File: config.mk
export PLATFORM = sky130hd
export DESIGN_NAME = zx81_video_gen
export DESIGN_NICKNAME = d
export VERILOG_FILES = /design/src/rtl/zx81_video_gen.sv
export SDC_FILE = /design/constraint.sdc
export NUM_CORES = 1
export LEC_CHECK = 0
export CORE_AREA = 5 5 80 82
export DETAILED_ROUTE_END_ITERATION = 10
export DIE_AREA = 0 0 85 87
export GPL_TIMING_DRIVEN = 0
export PLACE_DENSITY = 0.79
export SYNTH_ARGS = -nofsm -noshare
export SYNTH_HDL_FRONTEND = slang
export SYNTH_SLANG_ARGS = --single-unit
export TNS_END_PERCENT = 30
File: constraint.sdc
create_clock -name clk_sys -period 1.5 [get_ports clk_sys]
set_input_delay 0.225 -clock clk_sys [delete_from_list [all_inputs] [get_ports clk_sys]]
set_output_delay 0.225 -clock clk_sys [all_outputs]
set_load 0.05 [all_outputs]
File: src/rtl/zx81_video_gen.sv
// ZX80/ZX81 video generator: line timing, NMI/wait generation, vsync with
// timeout, character row counter, pixel shifter and back-porch blanking.
module zx81_video_gen #(
    parameter int LINE_CYCLES = 207,
    parameter int HS_START    = 16,
    parameter int HS_END      = 31,
    parameter int ROW_BITS    = 3,
    parameter int BP_BITS     = 5,
    parameter int VS_MAX      = 4096
) (
    input  logic                clk_sys,
    input  logic                reset,
    input  logic                ce_cpu_p,
    input  logic                ce_cpu_n,
    input  logic                ce_pix,
    input  logic                zx81,
    input  logic                inv_opt,
    input  logic                iorq_n,
    input  logic                mreq_n,
    input  logic                rd_n,
    input  logic                wr_n,
    input  logic                m1_n,
    input  logic                rfsh_n,
    input  logic                halt_n,
    input  logic [15:0]         addr,
    input  logic [7:0]          mem_data,
    output logic                nmi_n,
    output logic                wait_n,
    output logic                nop_force,
    output logic [5:0]          char_code,
    output logic [ROW_BITS-1:0] row,
    output logic                csync,
    output logic                vsync_n,
    output logic                video_out,
    output logic                vs_timeout
);

    localparam int CNT_W = $clog2(LINE_CYCLES);
    localparam int VT_W  = $clog2(VS_MAX + 1);

    logic [CNT_W-1:0]    count_q, count_d;
    logic                nmi_latch_q, nmi_latch_d;
    logic                vsync_n_q, vsync_n_d;
    logic [VT_W-1:0]     vs_timer_q, vs_timer_d;
    logic                vs_timeout_q, vs_timeout_d;
    logic [ROW_BITS-1:0] row_q, row_d;
    logic [7:0]          latch_q, latch_d;
    logic                nop_store_q, nop_store_d;
    logic [7:0]          shifter_q, shifter_d;
    logic                inverse_q, inverse_d;
    logic [BP_BITS-1:0]  bp_q, bp_d;
    logic                csync_prev_q, vsync_prev_q, start_prev_q;

    logic hsync_n, gate, nopgen, start, load;
    logic addr_unused;

    // Only the top bit and the two port-select bits of the address matter here.
    assign addr_unused = ^addr[14:2];

    assign hsync_n   = ~((count_q >= CNT_W'(HS_START)) && (count_q <= CNT_W'(HS_END)));
    assign nmi_n     = ~(zx81 & nmi_latch_q & ~hsync_n);
    assign wait_n    = ~(zx81 & halt_n & ~nmi_n);
    assign gate      = ~zx81 | ~nmi_latch_q;
    assign csync     = vsync_n_q & hsync_n;
    assign nopgen    = addr[15] & ~mem_data[6] & halt_n;
    assign nop_force = ~m1_n & nopgen;
    assign start     = mreq_n & nop_store_q & ce_cpu_p & gate;
    assign load      = start & ~start_prev_q;

    assign char_code  = latch_q[5:0];
    assign row        = row_q;
    assign vsync_n    = vsync_n_q;
    assign vs_timeout = vs_timeout_q;
    assign video_out  = (~inv_opt ^ shifter_q[7] ^ inverse_q) & (bp_q == '0) & csync;

    always_comb begin
        count_d      = count_q;
        nmi_latch_d  = nmi_latch_q;
        vsync_n_d    = vsync_n_q;
        vs_timer_d   = vs_timer_q;
        vs_timeout_d = vs_timeout_q;
        row_d        = row_q;
        latch_d      = latch_q;
        nop_store_d  = nop_store_q;
        shifter_d    = shifter_q;
        inverse_d    = inverse_q;
        bp_d         = bp_q;

        if (ce_cpu_n) begin
            if (!m1_n && !iorq_n)
                count_d = '0;
            else if (count_q == CNT_W'(LINE_CYCLES - 1))
                count_d = '0;
            else
                count_d = count_q + 1'b1;
        end

        if (zx81 && !iorq_n && !wr_n && (addr[0] ^ addr[1]))
            nmi_latch_d = addr[1];

        if (gate && !iorq_n && !wr_n)
            vsync_n_d = 1'b1;
        else if (gate && !iorq_n && !rd_n && !addr[0])
            vsync_n_d = 1'b0;

        if (vsync_prev_q && !vsync_n_q)
            vs_timeout_d = 1'b0;

        // Forced release is evaluated last so it overrides a keyboard-read assert.
        if (vsync_n_q) begin
            vs_timer_d = '0;
        end else if (ce_cpu_n) begin
            if (vs_timer_q == VT_W'(VS_MAX - 1)) begin
                vs_timer_d   = VT_W'(VS_MAX);
                vsync_n_d    = 1'b1;
                vs_timeout_d = 1'b1;
            end else begin
                vs_timer_d = vs_timer_q + 1'b1;
            end
        end

        if (!vsync_n_q)
            row_d = '0;
        else if (csync_prev_q && !csync)
            row_d = row_q + 1'b1;

        if (rfsh_n && !mreq_n && ce_cpu_n) begin
            latch_d     = mem_data;
            nop_store_d = nopgen;
        end

        if (load)
            shifter_d = nop_force ? 8'h00 : mem_data;
        else if (ce_pix)
            shifter_d = {shifter_q[6:0], 1'b0};

        if (load)
            inverse_d = latch_q[7];
        else if (mreq_n && ce_cpu_p)
            inverse_d = 1'b0;

        if (!csync_prev_q && csync)
            bp_d = BP_BITS'(1);
        else if ((bp_q != '0) && ce_pix)
            bp_d = bp_q + 1'b1;
    end

    always_ff @(posedge clk_sys) begin
        if (!reset) begin
            count_q      <= '0;
            nmi_latch_q  <= 1'b0;
            vsync_n_q    <= 1'b1;
            vs_timer_q   <= '0;
            vs_timeout_q <= 1'b0;
            row_q        <= '0;
            latch_q      <= 8'h00;
            nop_store_q  <= 1'b0;
            shifter_q    <= 8'h00;
            inverse_q    <= 1'b0;
            bp_q         <= BP_BITS'(1);
            csync_prev_q <= 1'b1;
            vsync_prev_q <= 1'b1;
            start_prev_q <= 1'b1;
        end else begin
            count_q      <= count_d;
            nmi_latch_q  <= nmi_latch_d;
            vsync_n_q    <= vsync_n_d;
            vs_timer_q   <= vs_timer_d;
            vs_timeout_q <= vs_timeout_d;
            row_q        <= row_d;
            latch_q      <= latch_d;
            nop_store_q  <= nop_store_d;
            shifter_q    <= shifter_d;
            inverse_q    <= inverse_d;
            bp_q         <= bp_d;
            csync_prev_q <= csync;
            vsync_prev_q <= vsync_n_q;
            start_prev_q <= start;
        end
    end

endmodule

Word level (Yosys, flattened, before mapping)
Cells that the tools add are included.
W data, S select, Z words.
- $lt $le $gt $ge: 2
- reductions and logical operators: 32
- muxes and demuxes: 17
- add/subtract/negate cells: 4
- bitwise logic cells: 28
- equal/unequal tests: 2
- operators with widths (operator ; number):
    $mux W8 ; 5
    $logic_and A1 B1 Y1 ; 16
    $and A1 B1 Y1 ; 14
    $add A13 B1 Y13 const B ; 1
    $eq A13 B12 Y1 const B ; 1
    $mux W13 ; 1
    $mux W1 ; 11
    $not A1 Y1 ; 10
    $logic_not A1 Y1 ; 9
    $add A8 B1 Y8 const B ; 1
    $eq A8 B8 Y1 const B ; 1
    $ge A8 B5 Y1 const B ; 1
    $le A8 B5 Y1 const B ; 1
    $add A5 B1 Y5 const B ; 1
    $logic_not A5 Y1 ; 1
    $reduce_bool A5 Y1 ; 1
    $reduce_bool A2 Y1 ; 2
    $reduce_or A2 Y1 ; 2
    $add A3 B1 Y3 const B ; 1
    $xor A1 B1 Y1 ; 3
    $reduce_and A2 Y1 ; 1
    $or A1 B1 Y1 ; 1
- output and inout port bits: 16
- bits in registers: 53
- word-level logic and storage cells: 99

Logic depth before layout (Yosys ltp)
Gate-level depths: netlist of run 1.
- depth in word-level cells: 10
- mapped depth: 6
- mapped depth without buffers: 6

Worst setup path before layout of run 1
Ideal clock, no wire load.
- kind: register to output
- start point: register bp_q[0]
- end point: output port video_out
- path slack: -0.794 ns
- buffers on the path: 0
- stages on the path, launching flop included: 5
- arrival: 2.069 ns
- cell sequence: dfxtp_1 inv_1 ha_1 or4b_1 nor3_1
- longest elaborated chain between the ends: 3
- RTL lines (element ; RTL line ; RTL):
    start, declared ; 51 ; logic [BP_BITS-1:0] bp_q, bp_d;
    start signal, assigned ; 175 ; bp_q <= bp_d;
    $logic_not A5 Y1 ; 74 ; assign video_out = (~inv_opt ^ shifter_q[7] ^ inverse_q) & (bp_q == '0) & csync;
    $and A1 B1 Y1 (2 in series) ; 74 ;
    end, declared ; 34 ; output logic video_out,
Every way passes these cells.

Final worst setup path of run 1
Ends and elaborated chain as after synthesis.

==> results of run 1 <==
-- cells by family (layout without fill, tap and decap cells) --
group,after synthesis,after routing,synth area share [%]
and+or+nand+nor,119,119,25.7
DFF,52,52,42.8
AOI/OAI and AO/OA,31,31,8.74
buffers and inverters,26,95,5.14
xor gates and xnor gates,23,23,8.27
muxes,14,14,5.76
adders and majority gates,7,7,3.60
-- synth_stat cells, types with 2 or more instances --
cell type	count	share of area, %
and4_1	2	0.72
nand4_1	13	3.3
nor2_1	34	5.2
dfxtp_1	52	43
nand3_1	12	2.5
mux2i_1	14	5.8
ha_1	7	3.6
buf_4	6	1.8
o21ai_0	5	1.0
nand2b_1	3	0.77
o21a_1	6	1.8
nand3b_1	2	0.62
nor3_1	6	1.2
a21boi_1	3	0.92
o21ai_1	2	0.41
buf_2	4	0.82
a21boi_0	2	0.62
a21oi_1	4	0.82
xor2_1	12	4.3
clkbuf_1	4	0.62
nand2_1	20	3.1
inv_1	11	1.7
or4b_1	2	0.82
nor2b_1	9	2.3
and3_1	7	1.8
xnor2_1	11	4.0
-- final timing paths --
path | to | cells after the start | slack, ns | from
min | start_prev_q$_SDFF_PN1_ | 3 | 0.32 | mreq_n
max reg2reg | bp_q[2]$_SDFFE_PP0P_ | 8 | -0.15 | bp_q[0]$_SDFFE_PP1P_
min reg2reg | row[1]$_SDFFE_PN0P_ | 2 | 0.50 | row[1]$_SDFFE_PN0P_
max | video_out | 5 | -0.32 | bp_q[0]$_SDFFE_PP1P_
-- critical path, cell delays in order, from the launching register on --
cell	delay, ns
dfxtp_2	0.33
inv_2	0.05
ha_1	0.12
or4b_4	0.47
nor3_4	0.13
buf_6	0.17
-- metal layers --
layer / part of all wire (%) / GRT usage [%]
met5: 0 / 0
met2: 51 / 26.8
met4: 2.2 / 5.32
met3: 3.5 / 3.78
met1: 43 / 18.4
-- through the flow --
| step | util (%) | worst slack (ns) | hold WS, ns |
|---|---|---|---|
| 6_report | 59.0 | -0.322 | 0.316 |
| 5_1_grt | 59.0 | -0.404 | 0.381 |
| 4_1_cts | 57.1 | -0.321 | 0.382 |
| 3_5_place_dp | 51.7 | -0.892 | 0.484 |
| 3_3_place_gp | 51.7 | -0.869 | 0.468 |
| 2_1_floorplan | - | -0.191 | 0.313 |
-- power by group through the flow --
| stage | Combinational (W) | Clock (W) | Sequential (W) |
|---|---|---|---|
| after floorplan | 0.000187 | 0 | 0.00147 |
| after detailed placement | 0.000324 | 0 | 0.00147 |
| after global placement | 0.000320 | 0 | 0.00147 |
| after CTS | 0.000379 | 0.000871 | 0.00143 |
| after global routing | 0.000449 | 0.000922 | 0.00144 |
| final | 0.000414 | 0.000854 | 0.00143 |
-- final cells by class --
| type | instances | share of cell area, % |
|---|---|---|
| Buffer | 14 | 2.58 |
| Clock buffer | 6 | 2.46 |
| Clock inverter | 2 | 0.411 |
| Tap cell | 75 | 2.80 |
| Inverter | 11 | 1.31 |
| Sequential cell | 52 | 31.9 |
| Multi-Input combinational cell | 194 | 41.7 |
| Timing Repair Buffer | 62 | 16.8 |
-- state kept, by name (all words and copies together), names as in the netlist --
name / cells
vsync_prev_q: 1
vs_timer_q: 13
nop_store_q: 1
start_prev_q: 1
csync_prev_q: 1
row: 3
shifter_q: 8
nmi_latch_q: 1
count_q: 8
vsync_n: 1
latch_q: 7
vs_timeout: 1
inverse_q: 1
bp_q: 5
-- timing repair --
item                                    in CTS  in global routing
gates resized for setup                     84                 22
pin swaps                                   13                 14
buffers inserted                            15                  8
cloned                                       0                  0
endpoints found under the setup margin      46                 36
==> out/metrics.yaml, run 1 <==
run_status: "complete, but fails checks"
violations: "negative setup slack"
slew_viol_final: 0
yosysWarnings: 0
clk_pin_slew_ns: 0.09
postSynthNetCount: 317
vias: 2098
totalPowerFinal_w: 0.00270
worst_slack_ns: -0.322
async_reset_ff_share_pct: 0
antenna_found_initial: 0
synth_area_per_cell_um2: 8.95
crit_fanout: 2
layout_common_cells: "39 x dfxtp_1, 34 x buf_4, 33 x nor2_1, 18 x nand2_1, 18 x clkdlybuf4s50_1"
grt_max_degree: 17
clockPowerShare_pct: 31.6
pin_count: 54
hold_viol_final: 0
place_hpwl_um: 3870
clock_skew_ns: 0.00743
min_period_over_period_pct: 121
critical_path_class: "flip-flop to output port"
drc: 0
setup_viol: 8
start_util_pct: 42.9
dieArea_um2: 7400
fin_crit_ns: 1.82
area_delta_synth_final_pct: 37.6
leakagePower_nw: 1.36
nets: 385
grt_pass1_vias: 2019
drt_first_pass_iters: 4
gp_congestion: 0.827
placed_cells: 386
rsz0062_at_grt: "yes"
core_um2: 5680
crit_path_end_kind: "output port"
pwr-share-comb_pct: 15.3
fill_cells: 477
htreeDepth: 2
ys_seq_area_share_pct: 42.8
synth_area_um2: 2430
intPower_w: 0.00200
swShare_pct: 26.0
setup_tns_ns: -1.19
grt_util_all_layers_pct: 15.4
power_switching_w: 0.000702
final_common_cell: "dfxtp_1"
grt_pass1_wl_um: 9250
synthCells: 272
min_path_type: "input port to flip-flop"
gr-total-overflow: 0
cts_root_buf: "clkbuf_8"
io_buffers: 39
relSlewSlack_pct: 63.2
tightest_slew_ns: 0.552
ctsHoldBuffers: 0
clock_latency_ns: 0.31
setup.worst_path.start_class: "flip-flop"
num_antenna_cells: 0
cts_inserted_buffers: 5
synth_cell_types: 45
wl_per_cell_um: 13.8
die_y_um: 87
cts_tree: "built"
drtIter0Drc: 89
pwr-share-seq_pct: 53.0
worst_ep_required_time_ns: 1.27
ys.flop_type: "dfxtp_1"
clk_path_buf_depth: 2
dieWidth_um: 85
p_per_area_nw_per_um2: 806
rows: 28
clock-sinks: 52
synth-edff-count: 0
ys_ff_latch: 52
drive_above_1_share_pct: 26.1
avgViaCountPerCell: 5.04
multi_input_area_um2: 1400
cp.arrival_ns: 1.60
placed_cell_area_um2: 2940
totalWireLength_um: 5730
max_freq_ghz: 0.549
drv_cap: 0
final_cell_area_um2: 3350
drtAntennaViolNets: 0
seqCellArea_um2: 1070
layout.cells.non_filler: 416
ir_drop_mv: 0.507
Power figures use the tool's default switching activity.
==> inputs of run 2 (changes only) <==
CAP_MARGIN = 10   (was default)
CORE_AREA = 5 5 89 74   (was 5 5 80 82)
DIE_AREA = 0 0 94 79   (was 0 0 85 87)
SKIP_LAST_GASP = 1   (was default)
==> out/metrics.yaml, run 2 (same netlist as run 1, synthesis figures left out) <==
run_status: "complete, but fails checks"  # unchanged
violations: "negative setup slack"  # unchanged
leakagePower_nw: 1.34  # was 1.36 nW
antenna_found_initial: 0  # unchanged
pin_count: 54  # unchanged
num_antenna_cells: 0  # unchanged
drt_first_pass_iters: 4  # unchanged
avgViaCountPerCell: 4.85  # was 5.04
regMostFlops: "vs_timer_q"  # unchanged
totalWireLength_um: 5540  # was 5730 um
fin_crit_ns: 1.85  # was 1.82 ns
clk_path_buf_depth: 2  # unchanged
reg_top3: "vs_timer_q x13, count_q x8, shifter_q x8"  # unchanged
rsz0062_at_grt: "yes"  # unchanged
rows: 25  # was 28
ir_drop_mv: 0.364  # was 0.507 mV
area_delta_synth_final_pct: 34.1  # was 37.6%
grt_max_degree: 17  # unchanged
final_core_utilization_pct: 57.4  # was 59.0%
hp-start: "mem_data[6]"  # was mreq_n
drv_cap: 0  # unchanged
core_um2: 5690  # was 5680 um^2
post-place-ws_ns: -0.897  # was -0.892 ns
critical_path_class: "flip-flop to output port"  # unchanged
gp_congestion: 0.789  # was 0.827
cp.arrival_ns: 1.63  # was 1.60 ns
grt_util_all_layers_pct: 14.4  # was 15.4%
place_hpwl_um: 3910  # was 3870 um
crit_fanout: 2  # unchanged
setup.worst_path.start_class: "flip-flop"  # unchanged
drc: 0  # unchanged
dieArea_um2: 7430  # was 7400 um^2
cts_root_buf: "clkbuf_8"  # unchanged
grt_pass1_vias: 1853  # was 2019
dieWidth_um: 94  # was 85 um
fill_cells: 508  # was 477
io_buffers: 39  # unchanged
drtAntennaViolNets: 0  # unchanged
worst_slack_ns: -0.355  # was -0.322 ns
relSlewSlack_pct: 61.6  # was 63.2%
clock-sinks: 52  # unchanged
clk_pin_slew_ns: 0.09  # about the same
nets: 378  # was 385
wl_per_cell_um: 13.3  # was 13.8 um
start_util_pct: 42.8  # was 42.9%
max_freq_ghz: 0.539  # was 0.549 GHz
layout_common_cells: "42 x dfxtp_1, 33 x nor2_1, 23 x buf_4, 21 x clkdlybuf4s50_1, 20 x nand2_1"  # was 39 x dfxtp_1, 34 x buf_4, 33 x nor2_1, 18 x nand2_1, 18 x clkdlybuf4s50_1
largest_reg_flops: 13  # unchanged
worst_ep_required_time_ns: 1.27  # about the same
r2r_start: "count_q[1]$_SDFFE_PN0P_"  # was bp_q[0]$_SDFFE_PP1P_
min_period_over_period_pct: 124  # was 121%
cts_inserted_buffers: 5  # unchanged
clock_skew_ns: 0.0139  # was 0.00743 ns
ctsHoldBuffers: 0  # unchanged
grt_pass1_wl_um: 8630  # was 9250 um
gr-total-overflow: 0  # unchanged
vias: 2012  # was 2098
min_path_type: "input port to flip-flop"  # unchanged
tightest_slew_ns: 0.576  # was 0.552 ns
slew_viol_final: 0  # unchanged
critical_path.startpoint: "bp_q[1]$_SDFFE_PP0P_"  # was bp_q[0]$_SDFFE_PP1P_
p_per_area_nw_per_um2: 814  # was 806 nW/um^2
cts_tree: "built"  # unchanged
crit_path_end_kind: "output port"  # unchanged
die_y_um: 79  # was 87 um
clock_latency_ns: 0.31  # about the same
setup_viol: 14  # was 8
drtIter0Drc: 101  # was 89
htreeDepth: 2  # unchanged
setup_tns_ns: -1.58  # was -1.19 ns
hold_viol_final: 0  # unchanged
drive_above_1_share_pct: 20.4  # was 26.1%
final_common_cell: "dfxtp_1"  # unchanged
## run 2: stage by stage
step | hold slack [ns] | instances | power, W | cell area [um^2]
3_3_place_gp | 0.472 | 392 | 0.00179 | 2940
6_report | 0.367 | 415 | 0.00266 | 3270
2_1_floorplan | 0.313 | 272 | 0.00166 | 2450
5_1_grt | 0.373 | 415 | 0.00278 | 3270
4_1_cts | 0.360 | 408 | 0.00265 | 3150
3_5_place_dp | 0.477 | 392 | 0.00180 | 2940
## run 2: cell type report
type / count / area, um^2 / share of cell area [%]
Tap cell: 81 / 101 / 3.10
Sequential cell: 52 / 1060 / 32.6
Clock buffer: 6 / 82.6 / 2.53
Buffer: 14 / 82.6 / 2.53
Timing Repair Buffer: 55 / 515 / 15.8
Clock inverter: 2 / 15.0 / 0.460
Inverter: 11 / 41.3 / 1.26
Multi-Input combinational cell: 194 / 1360 / 41.8
## run 2: where the power goes
part / switching [W] / internal (W) / total [W]
Sequential: 0.0000243 / 0.00141 / 0.00143
Clock: 0.000471 / 0.000374 / 0.000845
Combinational: 0.000195 / 0.000187 / 0.000382
Total: 0.000691 / 0.00197 / 0.00266
## run 2: critical path: stages, from the launching register on
cell and delay, ns:
dfxtp_2 0.34, inv_2 0.07, ha_4 0.12, or4b_4 0.48
nor3_4 0.14, buf_6 0.18
## run 2: path summary, 6_finish.rpt
kind | depth (start not counted) | slack, ns | to
setup / recovery | 5 | -0.35 | video_out
hold / removal | 2 | 0.37 | shifter_q[6]$_SDFFE_PN0P_
setup reg to reg | 5 | -0.07 | count_q[6]$_SDFFE_PN0P_
hold reg to reg | 2 | 0.49 | row[1]$_SDFFE_PN0P_
## run 2: layer usage
metal	track usage [%]	vias to the layer above	part of all wire [%]
met4	4.91	0	1.5
met3	3.13	8	3.1
li1	-	1056	-
met2	22.9	28	48
met5	0	-	0
met1	19.4	920	47
## run 2: repair_timing
action	CTS	global route
setup endpoints to repair	44	45
pin swaps	4	12
setup buffers	9	7
resized for setup	65	22
==> inputs of run 3 (changes only) <==
CORE_AREA = 2 2 86 71   (was 5 5 89 74)
CTS_CLUSTER_SIZE = 40   (was default)
DIE_AREA = 0 0 88 73   (was 0 0 94 79)
==> out/metrics.yaml, run 3 (same netlist as run 1, synthesis figures left out) <==
wl_per_cell_um: 13.3  # about the same
dieArea_um2: 6420  # was 7430 um^2
critical_path_class: "flip-flop to output port"  # unchanged
clk_pin_slew_ns: 0.09  # about the same
max_freq_ghz: 0.540  # was 0.539 GHz
setup_tns_ns: -1.82  # was -1.58 ns
final_core_utilization_pct: 60.2  # was 57.4%
reg_top3: "vs_timer_q x13, count_q x8, shifter_q x8"  # unchanged
setup.worst_path.start_class: "flip-flop"  # unchanged
crit_path_end_kind: "output port"  # unchanged
setup_viol: 21  # was 14
gp_congestion: 0.785  # was 0.789
fin_hold_ws_ns: 0.392  # was 0.367 ns
clk_path_buf_depth: 2  # unchanged
tightest_slew_ns: 0.593  # was 0.576 ns
start_util_pct: 43.0  # was 42.8%
clock-sinks: 52  # unchanged
critical_path.startpoint: "bp_q[0]$_SDFFE_PP1P_"  # was bp_q[1]$_SDFFE_PP0P_
dieWidth_um: 88  # was 94 um
ctsHoldBuffers: 0  # unchanged
path_depth: 5  # unchanged
worst_ep_required_time_ns: 1.27  # about the same
crit_fanout: 2  # unchanged
final_common_cell: "dfxtp_1"  # unchanged
rsz0062_at_grt: "yes"  # unchanged
num_antenna_cells: 0  # unchanged
grt_util_all_layers_pct: 18.2  # was 14.4%
hp-start: "mem_data[6]"  # unchanged
reg2reg_depth: 12  # was 5
die_y_um: 73  # was 79 um
cp.arrival_ns: 1.63  # about the same
crit_chain: "inv_2 -> ha_4 -> or4b_4 -> nor3_4 -> buf_6"  # unchanged
min_period_over_period_pct: 124  # about the same
critPathSlowestCell: "or4b_4"  # unchanged
clock_skew_ns: 0.00810  # was 0.0139 ns
place_hpwl_um: 3780  # was 3910 um
ir_drop_mv: 0.413  # was 0.364 mV
relSlewSlack_pct: 60.5  # was 61.6%
p_per_area_nw_per_um2: 800  # was 814 nW/um^2
regMostFlops: "vs_timer_q"  # unchanged
clock_latency_ns: 0.31  # about the same
largest_reg_flops: 13  # unchanged
nets: 393  # was 378
avgViaCountPerCell: 4.95  # was 4.85
cts_tree: "built"  # unchanged
layout_common_cells: "41 x dfxtp_1, 38 x buf_4, 33 x nor2_1, 20 x nand2_1, 20 x clkdlybuf4s50_1"  # was 42 x dfxtp_1, 33 x nor2_1, 23 x buf_4, 21 x clkdlybuf4s50_1, 20 x nand2_1
drtAntennaViolNets: 0  # unchanged
grt_pass1_wl_um: 9000  # was 8630 um
htreeDepth: 2  # unchanged
totalWireLength_um: 5720  # was 5540 um
placed_cell_area_um2: 2940  # unchanged
drive_above_1_share_pct: 23.8  # was 20.4%
io_buffers: 39  # unchanged
core_um2: 5660  # was 5690 um^2
area_delta_synth_final_pct: 40.0  # was 34.1%
rows: 25  # unchanged
cts_root_buf: "clkbuf_8"  # unchanged
worst-path-buf-inv: 2  # unchanged
violations: "negative setup slack"  # unchanged
drc: 0  # unchanged
leakagePower_nw: 1.49  # was 1.34 nW
final_cell_area_um2: 3410  # was 3270 um^2
worstHoldPathCells: 2  # unchanged
r2r_start: "bp_q[0]$_SDFFE_PP1P_"  # was count_q[1]$_SDFFE_PN0P_
grt_pass1_vias: 1992  # was 1853
cts_inserted_buffers: 5  # unchanged
min_path_type: "input port to flip-flop"  # unchanged
fill_cells: 464  # was 508
crit_path_max_incr_delay_ns: 0.48  # about the same
drv_cap: 0  # unchanged
run_status: "complete, but fails checks"  # unchanged
vias: 2128  # was 2012
drtIter0Drc: 92  # was 101
worst_slack_ns: -0.353  # was -0.355 ns
antenna_found_initial: 0  # unchanged
pin_count: 54  # unchanged
hold_viol_final: 0  # unchanged
drt_first_pass_iters: 4  # unchanged
grt_max_degree: 15  # was 17
crit_family: "simple AND/OR/NAND/NOR gates"  # unchanged
slew_viol_final: 0  # unchanged
fin_crit_ns: 1.85  # about the same
gr-total-overflow: 0  # unchanged
[run 3: routing by layer]
layer,vias to the layer above,GRT usage [%],wire (um)
met2,34,29.5,2740
met1,995,23.1,2680
met5,-,0,0
li1,1088,-,-
met4,0,8.03,136
met3,11,4.19,158
[run 3: layout make-up]
| cell class | instances | area (um^2) | share of cell area (%) |
|---|---|---|---|
| plain buffers | 14 | 82.6 | 2.42 |
| flip-flops and latches | 52 | 1070 | 31.3 |
| multi-input cells | 194 | 1380 | 40.5 |
| well taps | 81 | 101 | 2.97 |
| inverters | 11 | 41.3 | 1.21 |
| repair buffers | 70 | 646 | 18.9 |
| clock buffers | 8 | 90.1 | 2.64 |
[run 3: path summary, 6_finish.rpt]
check                               to  slack, ns
max                          video_out      -0.35
min          shifter_q[6]$_SDFFE_PN0P_       0.39
max reg2reg       bp_q[0]$_SDFFE_PP1P_      -0.32
min reg2reg      vs_timeout$_SDFF_PN0_       0.49
[run 3: report_power, final]
part,internal [W],switching (W)
Sequential,0.00141,0.0000268
Combinational,0.000245,0.000219
Clock,0.000378,0.000453
Total,0.00203,0.000699
[run 3: stage by stage]
step           total power [W]  setup slack, ns  cells
6_report               0.00273           -0.353    430
5_1_grt                0.00284           -0.403    430
4_1_cts                0.00272           -0.347    422
3_5_place_dp           0.00180           -0.894    392
3_3_place_gp           0.00179           -0.901    392
2_1_floorplan          0.00166           -0.191    272
[run 3: repair_timing]
action / CTS / global route
setup buffers: 23 / 9
pin swaps: 9 / 7
gates resized for setup: 69 / 22
endpoints found under the setup margin: 45 / 48
